--- config.mk ---
export PLATFORM = sky130hd
export DESIGN_NAME = vid_raster_out
export DESIGN_NICKNAME = d
export VERILOG_FILES = /design/src/rtl/vid_pkg.sv /design/src/rtl/vid_pix_fifo.sv /design/src/rtl/vid_raster_out.sv
export SDC_FILE = /design/constraint.sdc
export NUM_CORES = 1
export LEC_CHECK = 0
export ABC_AREA = 1
export BUFFER_PORTS_ARGS = -buffer_cell sky130_fd_sc_hd__clkbuf_2
export CORE_MARGIN = 1
export CORE_UTILIZATION = 60
export CTS_BUF_LIST = sky130_fd_sc_hd__clkbuf_4
export DETAILED_ROUTE_END_ITERATION = 8
export PLACE_DENSITY = 0.79
export RECOVER_POWER = 50
export SLEW_MARGIN = 20
export SYNTH_ARGS = -nofsm -noshare
export SYNTH_HDL_FRONTEND = slang
export SYNTH_SLANG_ARGS = --single-unit
--- constraint.sdc ---
create_clock -name clk -period 3.5 [get_ports clk]
set_input_delay 1.05 -clock clk [delete_from_list [all_inputs] [get_ports clk]]
set_output_delay 1.05 -clock clk [all_outputs]
set_load 0.02 [all_outputs]
--- src/rtl/vid_pkg.sv ---
// vid_pkg: shared register layouts, pixel word fields and FIFO command codes
package vid_pkg;
    localparam int VID_CW = 13;
    localparam int PIX_R_LSB = 16;
    localparam int PIX_G_LSB = 8;
    localparam int PIX_B_LSB = 0;
    typedef struct packed {
        logic [24:0] rsvd;
        logic [5:0]  pcnt;
        logic        en;
    } cr_t;
    typedef struct packed {
        logic [VID_CW-1:0] hend;
        logic [VID_CW-1:0] hsize;
    } h1_t;
    typedef struct packed {
        logic [VID_CW-1:0] hsync_end;
        logic [VID_CW-1:0] hsync_start;
    } h2_t;
    typedef struct packed {
        logic [VID_CW-1:0] vend;
        logic [VID_CW-1:0] vsize;
    } v1_t;
    typedef struct packed {
        logic [VID_CW-1:0] vsync_end;
        logic [VID_CW-1:0] vsync_start;
    } v2_t;
    typedef enum logic [1:0] {
        CMD_IDLE     = 2'b00,
        CMD_PUSH     = 2'b01,
        CMD_POP      = 2'b10,
        CMD_PUSH_POP = 2'b11
    } fifo_cmd_e;
endpackage

--- src/rtl/vid_pix_fifo.sv ---
// vid_pix_fifo: synchronous pixel FIFO with flush, level and full/empty flags
module vid_pix_fifo
    import vid_pkg::*;
#(
    parameter int DEPTH = 16,
    parameter int W = 32
) (
    input  logic                   clk,
    input  logic                   reset,
    input  logic                   flush,
    input  logic                   push,
    input  logic                   pop,
    input  logic [W-1:0]           din,
    output logic [W-1:0]           dout,
    output logic [$clog2(DEPTH):0] level,
    output logic                   full,
    output logic                   empty
);
    localparam int AW = $clog2(DEPTH);
    logic [W-1:0] mem [DEPTH];
    logic [AW-1:0] wp, rp;
    logic do_push, do_pop;
    fifo_cmd_e cmd;
    assign full = level == (AW+1)'(DEPTH);
    assign empty = level == '0;
    assign do_push = push && !full && !flush;
    assign do_pop = pop && !empty && !flush;
    assign cmd = fifo_cmd_e'({do_pop, do_push});
    assign dout = mem[rp];
    always_ff @(posedge clk) begin
        if (do_push) mem[wp] <= din;
    end
    always_ff @(posedge clk) begin
        if (reset || flush) begin
            wp <= '0;
            rp <= '0;
            level <= '0;
        end else begin
            wp <= wp + AW'(do_push);
            rp <= rp + AW'(do_pop);
            level <= cmd == CMD_PUSH ? level + 1'b1 : cmd == CMD_POP ? level - 1'b1 : level;
        end
    end
endmodule

--- src/rtl/vid_raster_out.sv ---
// vid_raster_out: raster timing generator popping buffered pixels onto RGB
module vid_raster_out
    import vid_pkg::*;
#(
    parameter int FIFO_DEPTH = 16,
    parameter int CW = 13
) (
    input  logic                          clk,
    input  logic                          reset,
    input  logic                          en,
    input  logic [5:0]                    pcnt,
    input  logic [CW-1:0]                 hend,
    input  logic [CW-1:0]                 hsize,
    input  logic [CW-1:0]                 hsync_start,
    input  logic [CW-1:0]                 hsync_end,
    input  logic [CW-1:0]                 vend,
    input  logic [CW-1:0]                 vsize,
    input  logic [CW-1:0]                 vsync_start,
    input  logic [CW-1:0]                 vsync_end,
    input  logic                          wr_valid,
    input  logic [31:0]                   wr_data,
    output logic                          wr_ready,
    output logic [$clog2(FIFO_DEPTH):0]   fifo_level,
    output logic                          frame_start,
    output logic                          underrun,
    output logic                          hsync,
    output logic                          hblank,
    output logic                          vsync,
    output logic                          vblank,
    output logic [7:0]                    R,
    output logic [7:0]                    G,
    output logic [7:0]                    B
);
    typedef enum logic {DISABLED, RUN} state_e;
    state_e state;
    logic [5:0] pcnt_s, div;
    logic [CW-1:0] hend_s, hsize_s, hss_s, hse_s, vend_s, vsize_s, vss_s, vse_s;
    logic [CW-1:0] hcnt, vcnt, hlast, vlast;
    logic [23:0] rd_data;
    logic full, empty, tick, active, pop, unused_pad;
    assign unused_pad = ^wr_data[31:24];
    assign hlast = hend_s == '0 ? '0 : hend_s - 1'b1;
    assign vlast = vend_s == '0 ? '0 : vend_s - 1'b1;
    assign tick = state == RUN && en && div == pcnt_s;
    assign active = hcnt < hsize_s && vcnt < vsize_s;
    assign pop = tick && active && !empty;
    assign wr_ready = !full;
    vid_pix_fifo #(.DEPTH(FIFO_DEPTH), .W(24)) u_fifo (
        .clk(clk),
        .reset(reset),
        .flush(!en),
        .push(wr_valid),
        .pop(pop),
        .din(wr_data[23:0]),
        .dout(rd_data),
        .level(fifo_level),
        .full(full),
        .empty(empty)
    );
    always_ff @(posedge clk) begin
        if (reset || !en) begin
            state <= DISABLED;
            div <= '0;
            hcnt <= '0;
            vcnt <= '0;
            {pcnt_s, hend_s, hsize_s, hss_s, hse_s, vend_s, vsize_s, vss_s, vse_s} <= '0;
            {frame_start, underrun, hsync, hblank, vsync, vblank} <= '0;
            {R, G, B} <= '0;
        end else if (state == DISABLED) begin
            state <= RUN;
            frame_start <= 1'b1;
            {pcnt_s, hend_s, hsize_s, hss_s, hse_s, vend_s, vsize_s, vss_s, vse_s} <=
                {pcnt, hend, hsize, hsync_start, hsync_end, vend, vsize, vsync_start, vsync_end};
        end else begin
            frame_start <= 1'b0;
            div <= tick ? '0 : div + 1'b1;
            if (tick) begin
                hblank <= hcnt >= hsize_s;
                hsync <= hcnt >= hss_s && hcnt < hse_s;
                vblank <= vcnt >= vsize_s;
                vsync <= vcnt >= vss_s && vcnt < vse_s;
                R <= pop ? rd_data[PIX_R_LSB +: 8] : '0;
                G <= pop ? rd_data[PIX_G_LSB +: 8] : '0;
                B <= pop ? rd_data[PIX_B_LSB +: 8] : '0;
                underrun <= underrun || (active && empty);
                hcnt <= hcnt == hlast ? '0 : hcnt + 1'b1;
                if (hcnt == hlast) begin
                    vcnt <= vcnt == vlast ? '0 : vcnt + 1'b1;
                    if (vcnt == vlast) begin
                        frame_start <= 1'b1;
                        {pcnt_s, hend_s, hsize_s, hss_s, hse_s, vend_s, vsize_s, vss_s, vse_s} <=
                            {pcnt, hend, hsize, hsync_start, hsync_end, vend, vsize, vsync_start, vsync_end};
                    end
                end
            end
        end
    end
endmodule

==> impl_metrics.toml, run 1 <==
[floorplan]
die_h_um = 210
dieWidth_um = 210
num_rows = 75
ios = 182
die_area_um2 = 44200
initial_core_util = 0.614
coreArea_um2 = 42400

[timing]
setup_ws_ns = 0.279
holdWs_ns = 0.331
hold_viol = 0
max_slew_margin = -0.0838
setup_viol = 0
worstMarginPinSlew_ns = 1.63
period_needed_ns = 3.22
clock_skew_ns = 0.0412
rsz0062_at_grt = "false"
drv_slew = 18
setup_tns_ns = 0
fmax_mhz = 310
fin_crit_sh = 0.920

[logic_synthesis]
ys_seq_elements = 570
syn-instance-count = 2742
synth.distinct_cells = 47
syn-num-nets = 2979
syn_area_per_cell_um2 = 9.49
synth_edf_count = 384
postSynth.asyncResetShare = 0
synth_top_area_share = 0.443
yosysTopAreaCell = "edfxtp_1"
syn-cell-area_um2 = 26000
synth.area.top_cells = "edfxtp_1 44%, dfxtp_1 14%, nand2_1 8.4%"
synth.most_common_cell = "nand2_1"
synth-main-ff-cell = "edfxtp_1"
seq_area_frac_synth = 0.586
yosys_warnings = 0
synth.cells.most_frequent = "584 x nand2_1, 384 x edfxtp_1, 341 x a21oi_1, 264 x nor2_1, 204 x inv_1"

[grt]
grt_usage = 0.317
antenna_found_initial = 3
grt_max_degree = 121
grt_pass1_vias = 20740
grt_pass1_wl_um = 108000
overflow = 0

[cts]
holdBufCountCts = 0
ctsResizeCount = 0
cts_root_buffer = "clkbuf_4"
clk_path_buf_depth = 3
tritoncts.num_buffers = 147
numClockSinks = 570
htreeDepth = 4
path_clk_slew_ns = 0.07
cts_tree = "done"
post_cts_buffers = 0
clk_latency_ns = 0.96

[place]
gp_congestion = 0.946
post-place-ws_ns = 0.0100
io_buffers = 173
hpwl_um = 43200
placed_cells = 3426

[detailed_routing]
drc = 0
route.vias.total = 21332
via_per_inst = 5.78
postRouteAntennaNets = 0
drtIter0Drc = 2189
wirelength_um = 69300
drt_first_pass_iters = 6
routedWlPerCell_um = 18.8

[critical_path]
required_ns = 2.45
r2r_slack_ns = 0.35
crit_fanout = 5
critPathKind = "register to primary output"
reg2reg_from = "vcnt[0]"
reg2reg_depth = 22
end_kind = "primary output"
cp-start-kind = "register"
r2r_end = "u_fifo.level[4]"
worstPathArrival_ns = 2.17

[power_and_ir_drop]
p_leak_nw = 11.8
p_per_area_nw_per_um2 = 479
power_mw = 14.1
ir_drop_uv = 338

[hold_path]
min_from = "hsync_start[9]"
hp-class = "primary input to register"
hold_end = "hss_s[9]"
holdPathStages = 3

[status]
violations = "capacitance limit, slew limit"
status = "finished with violations"

[finish]
drive_gt1_frac = 0.159
synthToLayoutAreaGrowth_pct = 13.4
final_cell_count_no_fill = 3693
fin_nets = 3235

[flow_run]
cap_violations = 3
## state kept, by name (all words and copies together) (netlist names), 6 cells and up
register,flops
u_fifo.mem,384
vsize_s,13
G,8
R,8
vend_s,13
hsize_s,13
vcnt,13
vss_s,13
B,8
pcnt_s,6
hss_s,13
hse_s,13
vse_s,13
div,6
hcnt,13
hend_s,13
## layer usage
metal  wire length [um]  global-route usage
met2              33500               0.520
met4               1840               0.145
met3               6140              0.0784
met1              27800               0.398
met5                 12                   0
## critical path: stages, from the launching register on
cell and delay, ns:
dfxtp_1 0.37, nor4_1 0.53, nand2_1 0.14, clkbuf_2 0.19
## through the flow
| step | utilization | area [um^2] |
|---|---|---|
| after floorplan | - | 26000 |
| after global placement | 0.653 | 27700 |
| after detailed placement | 0.653 | 27700 |
| after CTS | 0.699 | 29700 |
| after global routing | 0.696 | 29500 |
| final | 0.696 | 29500 |
## cells by family (layout without fill, tap and decap cells)
logic type      after synthesis  count (layout)  share of synthesized area
simple gates               1128            1128                      0.181
flops                       570             570                      0.586
other cells                   0               3                          0
buf+inv                     359             730                     0.0562
fa+ha+maj                    91              91                     0.0437
xor+xnor                     27              27                    0.00908
compound gates              567             567                      0.124
## how the worst max path moves through the flow
stage / end / start
6_report: wr_ready / u_fifo.level[0]
5_1_grt: u_fifo.level[4] / vsize_s[2]
4_1_cts: wr_ready / u_fifo.level[0]
3_5_place_dp: u_fifo.level[4] / en
3_3_place_gp: u_fifo.level[4] / en
2_1_floorplan: u_fifo.level[4] / en
## layout make-up
type	count	area, um^2
Inverter	208	783
Clock buffer	224	1680
Multi-Input combinational cell	1813	9340
Timing Repair Buffer	258	1470
Fill cell	3256	12900
Clock inverter	40	260
Antenna cell	3	7.51
Tap cell	577	722
Sequential cell	570	15300
## cells in the final DEF (no fill, tap or decap), types with 63 or more instances in the layout
master    Yosys  layout
edfxtp_1    384     384
o21ai_0     109     109
nand3_1     197     197
dfxtp_1     186     182
buf_4         6      63
clkbuf_4      0     225
nor2_1      264     257
a221oi_1     69      69
inv_1       204     203
a21oi_1     341     341
ha_1         91      91
nand2_1     584     584
clkbuf_2      0     150
## report_power, final
| group | internal, mW | switching [mW] | total (mW) |
|---|---|---|---|
| sequential | 7.26 | 0.0427 | 7.30 |
| combinational | 0.334 | 0.631 | 0.965 |
| clock | 3.15 | 2.72 | 5.87 |
| total | 10.7 | 3.40 | 14.1 |
Power figures use the tool's default switching activity.
==> inputs of run 2 (changes only) <==
--- a/config.mk
+++ b/config.mk
@@ -5,7 +5,7 @@
 export SDC_FILE = /design/constraint.sdc
 export NUM_CORES = 1
 export LEC_CHECK = 0
-export ABC_AREA = 1
+export ABC_AREA = 0
 export BUFFER_PORTS_ARGS = -buffer_cell sky130_fd_sc_hd__clkbuf_2
 export CORE_MARGIN = 1
 export CORE_UTILIZATION = 60
==> run 2 against run 1 <==
The run ends with setup timing left. Combinational power grew 15%. Register-to-register slack lost 0.47 ns. Cell count shrank 13%. Wire length grew 8.1%. Global-route usage shrank 1.4 points. Sequential power is essentially flat. Synthesized area grew 3.9%. Critical path depth grew 17. Maximum frequency shrank 11%. Worst setup slack lost 0.40 ns. Core utilization grew 3.5 points. Sequential share of layout area shrank 4.5 points. Critical endpoint is now u_fifo.level[4]. Highest routed layer unchanged.
==> impl_metrics.toml, run 2 <==
[status]
status = "finished with violations"
violations = "setup timing"

[logic_synthesis]
synth_top_area_share = 0.426
synth.area.top_cells = "edfxtp_1 43%, dfxtp_1 14%, mux4_2 9.2%"
syn-num-nets = 2409
yosysTopAreaCell = "edfxtp_1"
syn-cell-area_um2 = 27000
synth.distinct_cells = 63
syn-instance-count = 2172
ys_seq_elements = 570
syn_area_per_cell_um2 = 12.5
synth_edf_count = 384
synth-main-ff-cell = "edfxtp_1"
synth.most_common_cell = "edfxtp_1"
postSynth.asyncResetShare = 0
seq_area_frac_synth = 0.564
synth.cells.most_frequent = "384 x edfxtp_1, 209 x nor3_1, 186 x dfxtp_1, 180 x nand2_1, 138 x clkbuf_1"
yosys_warnings = 0

[timing]
rsz0062_at_grt = "true"
max_slew_margin = 0.271
worstMarginPinSlew_ns = 1.09
clock_skew_ns = 0.0632
fmax_mhz = 277
setup_viol = 35
drv_slew = 0
hold_viol = 0
setup_ws_ns = -0.117
period_needed_ns = 3.62
holdWs_ns = 0.462
fin_crit_sh = 1.03

[critical_path]
critPathKind = "register to register"
r2r_end = "u_fifo.level[4]"
reg2reg_from = "vsize_s[1]"
crit_fanout = 3
cp-start-kind = "register"
required_ns = 4.29
r2r_slack_ns = -0.12
end_kind = "register"
reg2reg_depth = 20
worstPathArrival_ns = 4.40

[grt]
grt_max_degree = 94
overflow = 0
antenna_found_initial = 7
grt_pass1_vias = 19565
grt_pass1_wl_um = 107000
grt_usage = 0.303

[detailed_routing]
route.vias.total = 20717
drtIter0Drc = 2315
drt_first_pass_iters = 6
drc = 0
via_per_inst = 6.44
routedWlPerCell_um = 23.3
wirelength_um = 74900
postRouteAntennaNets = 0

[cts]
holdBufCountCts = 0
tritoncts.num_buffers = 143
cts_root_buffer = "clkbuf_4"
numClockSinks = 570
clk_path_buf_depth = 3
clk_latency_ns = 0.90
htreeDepth = 4
path_clk_slew_ns = 0.07
cts_tree = "done"

[floorplan]
die_area_um2 = 45900
ios = 182
num_rows = 77
dieWidth_um = 214
die_h_um = 214
coreArea_um2 = 44300
initial_core_util = 0.610

[place]
hpwl_um = 42700
gp_congestion = 0.911
placed_area_um2 = 29400
io_buffers = 173

[hold_path]
holdPathStages = 2
hold_end = "G[3]"
min_from = "G[3]"
hp-class = "register to register"

[finish]
drive_gt1_frac = 0.296
synthToLayoutAreaGrowth_pct = 19.7
layout_commonest_cell = "edfxtp_1"
nFillCells = 2864
regMostFlops = "u_fifo.mem"
largest_register_ffs = 384
layout_common_cells = "384 x edfxtp_1, 207 x clkbuf_4, 178 x nand2_1, 177 x dfxtp_1, 176 x nor3_1"
fin_nets = 2735
fin_area_um2 = 32400

[power_and_ir_drop]
p_per_area_nw_per_um2 = 437
p_leak_nw = 12.2
ir_drop_uv = 411

[flow_run]
cap_violations = 0
[run 2: cell count changes in the layout (fill, tap and decap cells not counted), sizes merged, moves of 91 or more]
cell and delta:
inv -91, mux4 +111, nand3 -177, nand2 -406, nor2 -208, a21oi -308
a32o +107, a211o +113, nor3 +189
[run 2: worst max-delay path by stage]
| stage | startpoint | end | slack (ns) |
|---|---|---|---|
| after floorplan | en | u_fifo.level[4] | -0.53 |
| after global placement | en | u_fifo.level[4] | -0.57 |
| after detailed placement | en | u_fifo.level[4] | -0.61 |
| after CTS | hsize_s[1] | u_fifo.level[4] | -0.06 |
| after global routing | vsize_s[1] | u_fifo.level[4] | -0.31 |
| final | vsize_s[1] | u_fifo.level[4] | -0.12 |
[run 2: cell type report]
cell class | count | area [um^2] | share of cell area
inverters | 118 | 455 | 0.0141
diodes | 7 | 17.5 | 0.000541
clock buffers | 207 | 1550 | 0.0480
clock inverters | 57 | 330 | 0.0102
well taps | 592 | 741 | 0.0229
flip-flops and latches | 570 | 15300 | 0.471
multi-input cells | 1318 | 11200 | 0.347
repair buffers | 347 | 2790 | 0.0861
[run 2: logic make-up after synthesis]
kind of cell | count (synthesis) | share of synthesized area
fa+ha+maj | 91 | 0.0421
flops | 570 | 0.564
buf+inv | 287 | 0.0416
compound gates | 408 | 0.121
simple gates | 637 | 0.116
mux | 129 | 0.0991
xor+xnor | 50 | 0.0162
[run 2: timing repair]
item,in CTS,in global routing
resized for setup,5,112
hold endpoints to repair,0,0
cloned,0,26
setup buffers,1,23
setup endpoints to repair,112,138
pin swaps,6,133
[run 2: power by group]
group	total, mW	leakage (nW)	switching, mW	internal, mW
clock	5.74	1.11	2.77	2.97
combinational	1.11	6.14	0.636	0.470
sequential	7.30	4.98	0.0462	7.26
[run 2: worst max-delay path, stage by stage (launching register included)]
cell	delay (ns)
dfxtp_2	0.32
inv_2	0.07
ha_4	0.20
nor2b_1	0.14
o21a_1	0.17
o21a_1	0.17
o21ai_1	0.14
a21oi_1	0.08
o21ai_1	0.15
buf_4	0.15
nand4_1	0.13
or2_4	0.29
ha_4	0.17
xnor2_2	0.15
ha_2	0.22
nor2_2	0.04
o21ai_2	0.15
a31oi_2	0.11
xnor2_1	0.15
or3_1	0.37
a21oi_2	0.13
[run 2: routing by layer]
metal	vias up	global-route usage	wire length, um
met1	10078	0.369	27600
met5	-	0	13
met3	235	0.0692	6650
met4	2	0.155	3250
met2	1190	0.507	37400
li1	9212	-	-
[run 2: through the flow]
| stage | total power, mW | worst slack [ns] | std cells | util | TNS (ns) |
|---|---|---|---|---|---|
| floorplan | 8.04 | -0.527 | 2172 | - | -3.44 |
| global placement | 8.41 | -0.571 | 2895 | 0.664 | -56.63 |
| detailed placement | 8.46 | -0.607 | 2895 | 0.664 | -59.87 |
| CTS | 14.2 | -0.0566 | 3160 | 0.707 | -0.0566 |
| global route | 14.7 | -0.312 | 3216 | 0.731 | -6.33 |
| finish | 14.2 | -0.117 | 3216 | 0.731 | -0.941 |
